File: config.mk
export PLATFORM = sky130hd
export DESIGN_NAME = multicycle_main_control
export DESIGN_NICKNAME = d
export VERILOG_FILES = /design/src/rtl/multicycle_main_control.sv
export SDC_FILE = /design/constraint.sdc
export NUM_CORES = 1
export LEC_CHECK = 0
export CORE_UTILIZATION = 35
export CTS_CLUSTER_DIAMETER = 100
export DETAILED_ROUTE_END_ITERATION = 8
export PLACE_DENSITY = 0.67
export SYNTH_ARGS = -nofsm -noshare
export SYNTH_HDL_FRONTEND = slang
export SYNTH_SLANG_ARGS = --single-unit
File: constraint.sdc
create_clock -name clk -period 2.1 [get_ports clk]
set_clock_uncertainty 0.2 [all_clocks]
set_input_delay 0.42 -clock clk [delete_from_list [all_inputs] [get_ports clk]]
set_output_delay 0.42 -clock clk [all_outputs]
set_load 0.01 [all_outputs]
File: src/rtl/multicycle_main_control.sv
// Main control FSM for the multi-cycle MIPS datapath: sequences instruction phases,
// drives datapath selects/strobes, and traps illegal opcodes and memory timeouts.
module multicycle_main_control #(
  parameter int MEM_TIMEOUT = 15,
  parameter int CNT_W       = 32
) (
  input  logic             clk,
  input  logic             reset,
  input  logic [5:0]       opcode,
  input  logic             zero,
  input  logic             mem_ready,
  output logic             PCWrite,
  output logic             PCWriteCond,
  output logic             IorD,
  output logic             MemRead,
  output logic             MemWrite,
  output logic             IRWrite,
  output logic             MemtoReg,
  output logic             RegDst,
  output logic             RegWrite,
  output logic             ALUSrcA,
  output logic [1:0]       ALUSrcB,
  output logic [1:0]       PCSource,
  output logic [2:0]       ALUOp,
  output logic             pc_en,
  output logic [3:0]       state,
  output logic             illegal,
  output logic             mem_err,
  output logic [CNT_W-1:0] retired
);

  localparam int WAIT_W = (MEM_TIMEOUT > 0) ? $clog2(MEM_TIMEOUT + 1) : 1;

  typedef enum logic [3:0] {
    S_FETCH  = 4'd0,  S_DECODE = 4'd1,  S_MEMADR = 4'd2,  S_MEMRD = 4'd3,
    S_MEMWB  = 4'd4,  S_MEMWR  = 4'd5,  S_EXEC   = 4'd6,  S_ALUWB = 4'd7,
    S_BRANCH = 4'd8,  S_IEXEC  = 4'd9,  S_IWB    = 4'd10, S_JUMP  = 4'd11,
    S_TRAP   = 4'd12, S_ERROR  = 4'd13
  } state_t;

  localparam logic [5:0] OP_RTYPE = 6'b000000;
  localparam logic [5:0] OP_LW    = 6'b100011;
  localparam logic [5:0] OP_SW    = 6'b101011;
  localparam logic [5:0] OP_BEQ   = 6'b000100;
  localparam logic [5:0] OP_ADDI  = 6'b001000;
  localparam logic [5:0] OP_ANDI  = 6'b001100;
  localparam logic [5:0] OP_ORI   = 6'b001101;
  localparam logic [5:0] OP_SLTI  = 6'b001010;
  localparam logic [5:0] OP_J     = 6'b000010;

  state_t             state_q, state_d;
  logic [WAIT_W-1:0]  wait_q, wait_d;
  logic [CNT_W-1:0]   retired_q, retired_d;
  logic               timeout_s;
  logic               retire_s;

  always_ff @(posedge clk) begin
    if (reset) begin
      state_q   <= S_FETCH;
      wait_q    <= '0;
      retired_q <= '0;
    end else begin
      state_q   <= state_d;
      wait_q    <= wait_d;
      retired_q <= retired_d;
    end
  end

  always_comb begin
    state_d   = state_q;
    timeout_s = (MEM_TIMEOUT > 0) && (wait_q == WAIT_W'(MEM_TIMEOUT)) && !mem_ready;
    case (state_q)
      S_FETCH: begin
        if (mem_ready)      state_d = S_DECODE;
        else if (timeout_s) state_d = S_ERROR;
        else                state_d = S_FETCH;
      end
      S_DECODE: begin
        case (opcode)
          OP_RTYPE:                          state_d = S_EXEC;
          OP_LW, OP_SW:                      state_d = S_MEMADR;
          OP_BEQ:                            state_d = S_BRANCH;
          OP_ADDI, OP_ANDI, OP_ORI, OP_SLTI: state_d = S_IEXEC;
          OP_J:                              state_d = S_JUMP;
          default:                           state_d = S_TRAP;
        endcase
      end
      S_MEMADR: begin
        // IR is stable here, so anything other than lw/sw means a corrupted decode
        if (opcode == OP_LW)      state_d = S_MEMRD;
        else if (opcode == OP_SW) state_d = S_MEMWR;
        else                      state_d = S_TRAP;
      end
      S_MEMRD: begin
        if (mem_ready)      state_d = S_MEMWB;
        else if (timeout_s) state_d = S_ERROR;
        else                state_d = S_MEMRD;
      end
      S_MEMWR: begin
        if (mem_ready)      state_d = S_FETCH;
        else if (timeout_s) state_d = S_ERROR;
        else                state_d = S_MEMWR;
      end
      S_MEMWB, S_ALUWB, S_BRANCH, S_IWB, S_JUMP: state_d = S_FETCH;
      S_EXEC:   state_d = S_ALUWB;
      S_IEXEC:  state_d = S_IWB;
      S_TRAP:   state_d = S_TRAP;
      S_ERROR:  state_d = S_ERROR;
      default:  state_d = S_ERROR;
    endcase

    // wait counter runs only while a memory state is held waiting; any move or ready clears it
    if ((state_q == S_FETCH || state_q == S_MEMRD || state_q == S_MEMWR) &&
        (state_d == state_q) && !mem_ready) begin
      wait_d = wait_q + WAIT_W'(1);
    end else begin
      wait_d = '0;
    end

    retire_s  = (state_d == S_FETCH) &&
                (state_q == S_MEMWB || state_q == S_MEMWR || state_q == S_ALUWB ||
                 state_q == S_BRANCH || state_q == S_IWB || state_q == S_JUMP);
    if (retire_s) retired_d = retired_q + CNT_W'(1);
    else          retired_d = retired_q;
  end

  always_comb begin
    PCWrite     = 1'b0;
    PCWriteCond = 1'b0;
    IorD        = 1'b0;
    MemRead     = 1'b0;
    MemWrite    = 1'b0;
    IRWrite     = 1'b0;
    MemtoReg    = 1'b0;
    RegDst      = 1'b0;
    RegWrite    = 1'b0;
    ALUSrcA     = 1'b0;
    ALUSrcB     = 2'b00;
    PCSource    = 2'b00;
    ALUOp       = 3'b000;
    illegal     = 1'b0;
    mem_err     = 1'b0;
    if (!reset) begin
      case (state_q)
        S_FETCH: begin
          MemRead = 1'b1;
          ALUSrcB = 2'b01;
          IRWrite = mem_ready;
          PCWrite = mem_ready;
        end
        S_DECODE: ALUSrcB = 2'b11;
        S_MEMADR: begin
          ALUSrcA = 1'b1;
          ALUSrcB = 2'b10;
        end
        S_MEMRD: begin
          MemRead = 1'b1;
          IorD    = 1'b1;
        end
        S_MEMWB: begin
          RegWrite = 1'b1;
          MemtoReg = 1'b1;
        end
        S_MEMWR: begin
          MemWrite = 1'b1;
          IorD     = 1'b1;
        end
        S_EXEC: begin
          ALUSrcA = 1'b1;
          ALUOp   = 3'b010;
        end
        S_ALUWB: begin
          RegWrite = 1'b1;
          RegDst   = 1'b1;
        end
        S_BRANCH: begin
          ALUSrcA     = 1'b1;
          ALUOp       = 3'b001;
          PCWriteCond = 1'b1;
          PCSource    = 2'b01;
        end
        S_IEXEC: begin
          ALUSrcA = 1'b1;
          ALUSrcB = 2'b10;
          case (opcode)
            OP_ANDI: ALUOp = 3'b011;
            OP_ORI:  ALUOp = 3'b110;
            OP_SLTI: ALUOp = 3'b111;
            default: ALUOp = 3'b000;
          endcase
        end
        S_IWB:   RegWrite = 1'b1;
        S_JUMP: begin
          PCWrite  = 1'b1;
          PCSource = 2'b10;
        end
        S_TRAP:  illegal = 1'b1;
        S_ERROR: mem_err = 1'b1;
        default: mem_err = 1'b0;
      endcase
    end else begin
      illegal = 1'b0;
    end
  end

  assign pc_en   = PCWrite | (PCWriteCond & zero);
  assign state   = reset ? 4'd0 : state_q;
  assign retired = reset ? '0 : retired_q;

endmodule

==> reports/summary.txt, run 1 <==
Layout cell share with drive strength beyond 1: 0.478
Post-Synthesis Cells: 359
GR Overflow Total: 0
Routed Antenna Nets: 0
Achievable Freq: 430 MHz
Total negative slack: -3640 ps
Die width: 91.0 µm
Ant diodes: 0
Synth Warn #: 0
CP arrival: 1710 ps
DR iter-0 viols: 118
WL/cell: 15.8 µm
Fillcell total: 621
Crit path max-delay cell type: dfxtp_4
Reg area: 832 µm²
Fraction of registers with async set/reset: 0
Top_reg_cell synth: dfxtp_1
Total number of vias: 3343
Syn avg cell area: 7.72 µm²
IR drop worst, VDD: 237 µV
Busiest grt layer: met2
Top post-synthesis cells by area: dfxtp_1 29%, nor2b_1 8.1%, nor2_1 6.9%
Post-DP Area: 0.00416 mm²
Footprint of the multi-input gates: 0.00237 mm²
Hold Path Class: flop to flop
Post-Route Utilization: 0.650
H-tree lvl count: 2
RR Endpoint: retired_q[16]
Lkg Pwr: 0.00218 µW
#FFs+latches synth: 40
Hold depth: 1
Post-CTS Hold Buffers: 0
Sequential share of the synthesized area: 0.289
Die Span Y: 91.0 µm
Clock transition at path regs: 70 ps
Netlist cell types: 56
TritonCTS Buffers: 5
Largest net degree at the start of global routing: 28
Final nets: 534
Slew headroom: 0.638
Number of global-route vias before repair: 3439
Final worst slack: -225 ps
Dpl ws: -868 ps
Max incr delay on CP: 370 ps
Hold EP: wait_q[0]
CTS tree: yes
Met3 Use GR: 0.0327
Routed vias/inst: 5.35
CP dominant cell by count: buf_6
Crit share post-route: 1.11
Clock Path Buffers: 2
Total Wirelength: 9.90 mm
Status: complete, but fails checks
Min Tclk post-route: 2330 ps
Cell taking the most area after synthesis: dfxtp_1
CP cell instances: buf_6 > nor2b_4 > buf_6 > buf_6 > nor3_4 > a21oi_1 > nor2_1 > buf_2
P&R area growth vs syn: 80.4%
M1 GR Usage: 0.281
Hold Startpoint: wait_q[0]
Syn nets: 371
Core footprint: 0.00769 mm²
Mapped cell area: 0.00277 mm²
Tightest Pin Transition: 542 ps
Post-synth top cells: 51 x nor2_1, 40 x dfxtp_1, 36 x nor2b_1
Die area: 0.00828 mm²
Final instance area: 0.00500 mm²
Reg2reg setup slack: -230 ps
R2r worst-path depth: 8
Drt drc: 0
Global-route wire length before repair: 16.0 mm
# IOs: 66
Global Route Usage Sum: 0.236
Top-count cell post-synth: nor2_1
CP Max Fanout: 4
Failing checks: setup timing
Max-slew violations: 0
Setup crit end kind: output port
Worst r2r src: state_q[1]
Worst EP required: 1480 ps
RePlAce Congestion: 0.842
Initial Util: 0.361
First-pass DRT Iterations: 4
Final number of setup-violating endpoints: 29
Detailed Place HPWL: 6.29 mm
Number of synthesized flops with an enable pin: 0
# rows: 32
Share of the synthesized area in the top cell type: 0.289
Root Driver: clkbuf_8
I/O Buffers: 65
Setup crit start kind: flop
GR Layer Usage met2: 0.421
Power Density: 366 mW/mm²
Crit Path Class: flop to output port
Max-cap violations: 0
Antenna violations before repair: 0
Clock Latency Late Sink: 300 ps
Final Hold Violating Endpoints: 0
Clk sinks: 40
Unrepaired setup endpoints after global routing: true
==> placed cells by master, fill, tap and decap left out, types with 4 or more instances in the layout <==
cell            n
nand3_1        12
nand2b_1        4
nor2b_1        33
nor3_1          5
nand4_1         7
nor4_4          9
dlygate4sd2_1  38
clkbuf_8        6
dfxtp_2        16
or3_4           5
o21ai_0        11
nor2_1         49
mux2_4         12
a21oi_1        10
buf_6          27
o31ai_1         6
dfxtp_1        21
or4_4           9
a21oi_2         4
xnor2_1         9
or3_1           4
buf_2          16
inv_1           9
nand2_1        14
nor3_4         10
a21o_1          4
buf_4          83
==> how the worst max path moves through the flow <==
stage | slack (ps) | from | endpoint
after floorplan | -40 | retired_q[18] | retired_q[28]
after global placement | -860 | opcode[5] | ALUOp[0]
after detailed placement | -870 | opcode[5] | ALUOp[0]
after CTS | -220 | state_q[1] | retired_q[18]
after global routing | -270 | state_q[1] | ALUOp[1]
final | -230 | state_q[1] | RegWrite
==> timing repair <==
item	4_1_cts	5_1_grt
cloned	3	1
resized for setup	210	71
endpoints found under the setup margin	84	51
pin swaps	46	28
setup buffers	16	8
==> worst max-delay path, delay by kind of cell (launching register included) <==
kind	cells	cell delay, ps
flops	1	370
compound gates	1	80
simple gates	3	420
buf+inv	4	530
==> power breakdown <==
part | internal (µW) | leakage, µW | switching [µW]
clock network | 263 | 0.0000510 | 286
registers | 769 | 0.000333 | 13.0
logic | 249 | 0.00180 | 249
total | 1280 | 0.00218 | 547
==> state kept, by name, summed over array words and instances (netlist names) <==
| signal | cells |
|---|---|
| retired_q | 32 |
| state_q | 4 |
| wait_q | 4 |
==> layout make-up <==
| class | instances | area share |
|---|---|---|
| inverters | 10 | 0.00751 |
| clock buffers | 6 | 0.0165 |
| clock inverters | 2 | 0.00200 |
| flip-flops and latches | 40 | 0.166 |
| multi-input cells | 287 | 0.474 |
| repair buffers | 178 | 0.308 |
| well taps | 102 | 0.0255 |
==> metal layers <==
layer  part of all wire  wire length, µm
met5                  0                0
met2               0.52             5100
met4              0.028              280
met3              0.038              379
met1               0.42             4140
==> cell families (layout without fill, tap and decap cells) <==
group,after synthesis,after routing,share of synthesized area
buffers and inverters,34,196,0.0533
multiplexers,13,13,0.0528
AND/OR/NAND/NOR,202,204,0.419
AO/OA/AOI/OAI,56,56,0.139
adder cells (fa/ha/maj),2,2,0.00903
XOR/XNOR,12,12,0.0379
flip-flops,40,40,0.289
==> stage by stage <==
stage	total power [µW]	std cells	hold WS [ps]
global placement	1170	591	229
floorplan	978	359	218
global route	1910	625	274
CTS	1770	617	259
detailed placement	1180	591	242
finish	1830	625	252
Note: power is estimated with default switching activity, not from simulation.
==> inputs of run 2 (changes only) <==
==> constraint.sdc (replaced) <==
create_clock -name clk -period 2.1 [get_ports clk]
set_clock_uncertainty 0.2 [all_clocks]
set_input_delay 0.42 -clock clk [delete_from_list [all_inputs] [get_ports clk]]
set_output_delay 0.42 -clock clk [all_outputs]
set_load 0.05 [all_outputs]
==> run 2 against run 1 <==
Compared with the run above:
- the run still ends with setup timing left
- die area did not move
- clock-buffer cell count is the same
- global-route usage increased by 5.4 points
- register-to-register slack got worse by 130 ps
- critical path depth shrank 1
- sequential cell count stayed put
- critical path type unchanged
- critical endpoint is now ALUOp[1]
- largest cell class unchanged
==> reports/summary.txt, run 2 (synthesis results as in run 1) <==
Setup crit end kind: output port
First-pass DRT Iterations: 5 (+1)
Drt drc: 0 (unchanged)
Crit Path Class: flop to output port
Global-route wire length before repair: 19.3 mm (+20%)
CP Max Fanout: 3 (-1)
Min Tclk post-route: 2500 ps (+172 ps)
Die area: 0.00828 mm² (unchanged)
Total number of vias: 3969 (+19%)
Post-Route Utilization: 0.811 (+0.161)
Post-CTS Hold Buffers: 0 (unchanged)
TritonCTS Buffers: 5 (unchanged)
Lkg Pwr: 0.00241 µW (+10%)
Crit share post-route: 1.19 (+0.0820)
Clock transition at path regs: 90 ps (+20 ps)
Ant diodes: 0 (unchanged)
Routed Antenna Nets: 0 (unchanged)
# IOs: 66 (unchanged)
Max FFs per register: 32 (unchanged)
Global Route Usage Sum: 0.291 (+0.0545)
Routed vias/inst: 6.17 (+15%)
Die width: 91.0 µm (unchanged)
Commonest cells after routing, fill and taps aside: 91 x buf_4, 58 x buf_12, 39 x nor2_1, 33 x buf_6, 26 x nor2b_2
Root Driver: clkbuf_8
Detailed Place HPWL: 6.73 mm (+6.9%)
Number of global-route vias before repair: 3796 (+10%)
DR iter-0 viols: 354 (+200%)
Tightest Pin Transition: 432 ps (-110 ps)
Largest net degree at the start of global routing: 63 (+130%)
Hold Path Class: flop to flop
Total Wirelength: 14.8 mm (+49%)
Core footprint: 0.00769 mm² (unchanged)
Final nets: 552 (+3.4%)
Footprint of the multi-input gates: 0.00276 mm² (+17%)
Total negative slack: -7770 ps (-4120 ps)
GR Overflow Total: 0 (unchanged)
Clk sinks: 40 (unchanged)
Setup crit start kind: flop
CTS tree: yes
I/O Buffers: 65 (unchanged)
CP arrival: 1880 ps (+170 ps)
Worst EP required: 1480 ps (about the same)
Max-slew violations: 0 (unchanged)
WL/cell: 23.0 µm (+45%)
P&R area growth vs syn: 125%
Clock Path Buffers: 2 (unchanged)
Die Span Y: 91.0 µm (unchanged)
Max-cap violations: 0 (unchanged)
# rows: 32 (unchanged)
Pwr Total: 2290 µW (+25%)
Initial Util: 0.361 (unchanged)
Failing checks: setup timing
Status: complete, but fails checks
Largest Register: retired_q
Commonest non-fill, non-tap cell in the layout: buf_4
Unrepaired setup endpoints after global routing: true
Achievable Freq: 400 MHz (-6.9%)
Power Density: 367 mW/mm² (+0.26%)
Final worst slack: -397 ps (-172 ps)
H-tree lvl count: 2 (unchanged)
IR drop worst, VDD: 481 µV (+100%)
Slew headroom: 0.712 (+0.0740)
Final Hold Violating Endpoints: 0 (unchanged)
Reg area: 830 µm² (-0.30%)
Layout cell share with drive strength beyond 1: 0.664 (+0.186)
Final number of setup-violating endpoints: 49 (+69%)
Regs by FF count: retired_q x32, state_q x4, wait_q x4
Clock Latency Late Sink: 310 ps (about the same)
Antenna violations before repair: 0 (unchanged)
Fillcell total: 374 (-40%)
RePlAce Congestion: 0.839 (-0.39%)
run 2: changes by cell type in the layout (fill, tap and decap cells not counted), sizes merged:
cell           change
clkdlybuf4s15      -3
a2bb2oi            +1
inv                -1
clkinvlp           +1
clkbuf             -2
dlygate4sd2       -33
bufinv             +1
buf               +54
clkinv             -1
a21o               +1
run 2: critical path, cell delays in order, from the launching register on:
cell and delay (ps):
dfxtp_2 350, buf_6 130, nor4b_4 290, nand3b_1 210
buf_4 190, a2bb2oi_2 160, nor2_4 110, buf_12 140
run 2: layout make-up:
class | count | area share
clock inverter | 2 | 0.00622
timing repair buffer | 194 | 0.377
inverter | 10 | 0.00662
clock buffer | 6 | 0.0132
sequential | 40 | 0.133
multi-input combinational | 289 | 0.443
tap | 102 | 0.0205
run 2: routing by layer:
layer  wire length [µm]  vias to the layer above  track usage  share of wire
li1                   -                     1666            -              -
met1               5250                     1903        0.328           0.35
met2               7360                      299        0.519           0.50
met3               1170                      101       0.0544          0.079
met4               1020                        0        0.149          0.069
met5                  0                        -            0              0
run 2: final timing paths:
| check | startpoint | slack (ps) | end | cells after the start |
|---|---|---|---|---|
| setup / recovery | state_q[1] | -400 | ALUOp[1] | 7 |
| hold / removal | wait_q[0] | 300 | wait_q[0] | 1 |
| setup reg to reg | state_q[1] | -360 | retired_q[15] | 8 |
| hold reg to reg | wait_q[0] | 300 | wait_q[0] | 1 |
run 2: what timing repair did:
action                     CTS  global route
setup endpoints to repair   47            57
cloned                       3             1
resized for setup          110            85
buffers inserted            21            26
hold endpoints to repair     0             0
pin swaps                   37            39
run 2: stage by stage:
step	hold WS (ps)	setup WS (ps)	cell area [µm²]	instances
after detailed placement	259	-521	4980	592
after global routing	299	-455	6240	643
after floorplan	218	-298	3180	359
after CTS	272	-367	5740	623
after global placement	229	-496	4980	592
final	297	-397	6240	643
run 2: where the power goes:
group | switching, µW | internal (µW) | leakage, µW | total, µW
clock network | 321 | 390 | 0.0000614 | 711
logic | 419 | 360 | 0.00202 | 779
registers | 27.0 | 771 | 0.000331 | 798
==> inputs of run 3 (changes only) <==
--- a/config.mk
+++ b/config.mk
@@ -6,8 +6,8 @@
 export NUM_CORES = 1
 export LEC_CHECK = 0
 export CORE_UTILIZATION = 35
-export CTS_CLUSTER_DIAMETER = 100
 export DETAILED_ROUTE_END_ITERATION = 8
+export HOLD_SLACK_MARGIN = 0.02
 export PLACE_DENSITY = 0.67
 export SYNTH_ARGS = -nofsm -noshare
 export SYNTH_HDL_FRONTEND = slang
==> results of run 3 <==
Same layout as run 2: the final DEF is identical, and so are final timing and power.
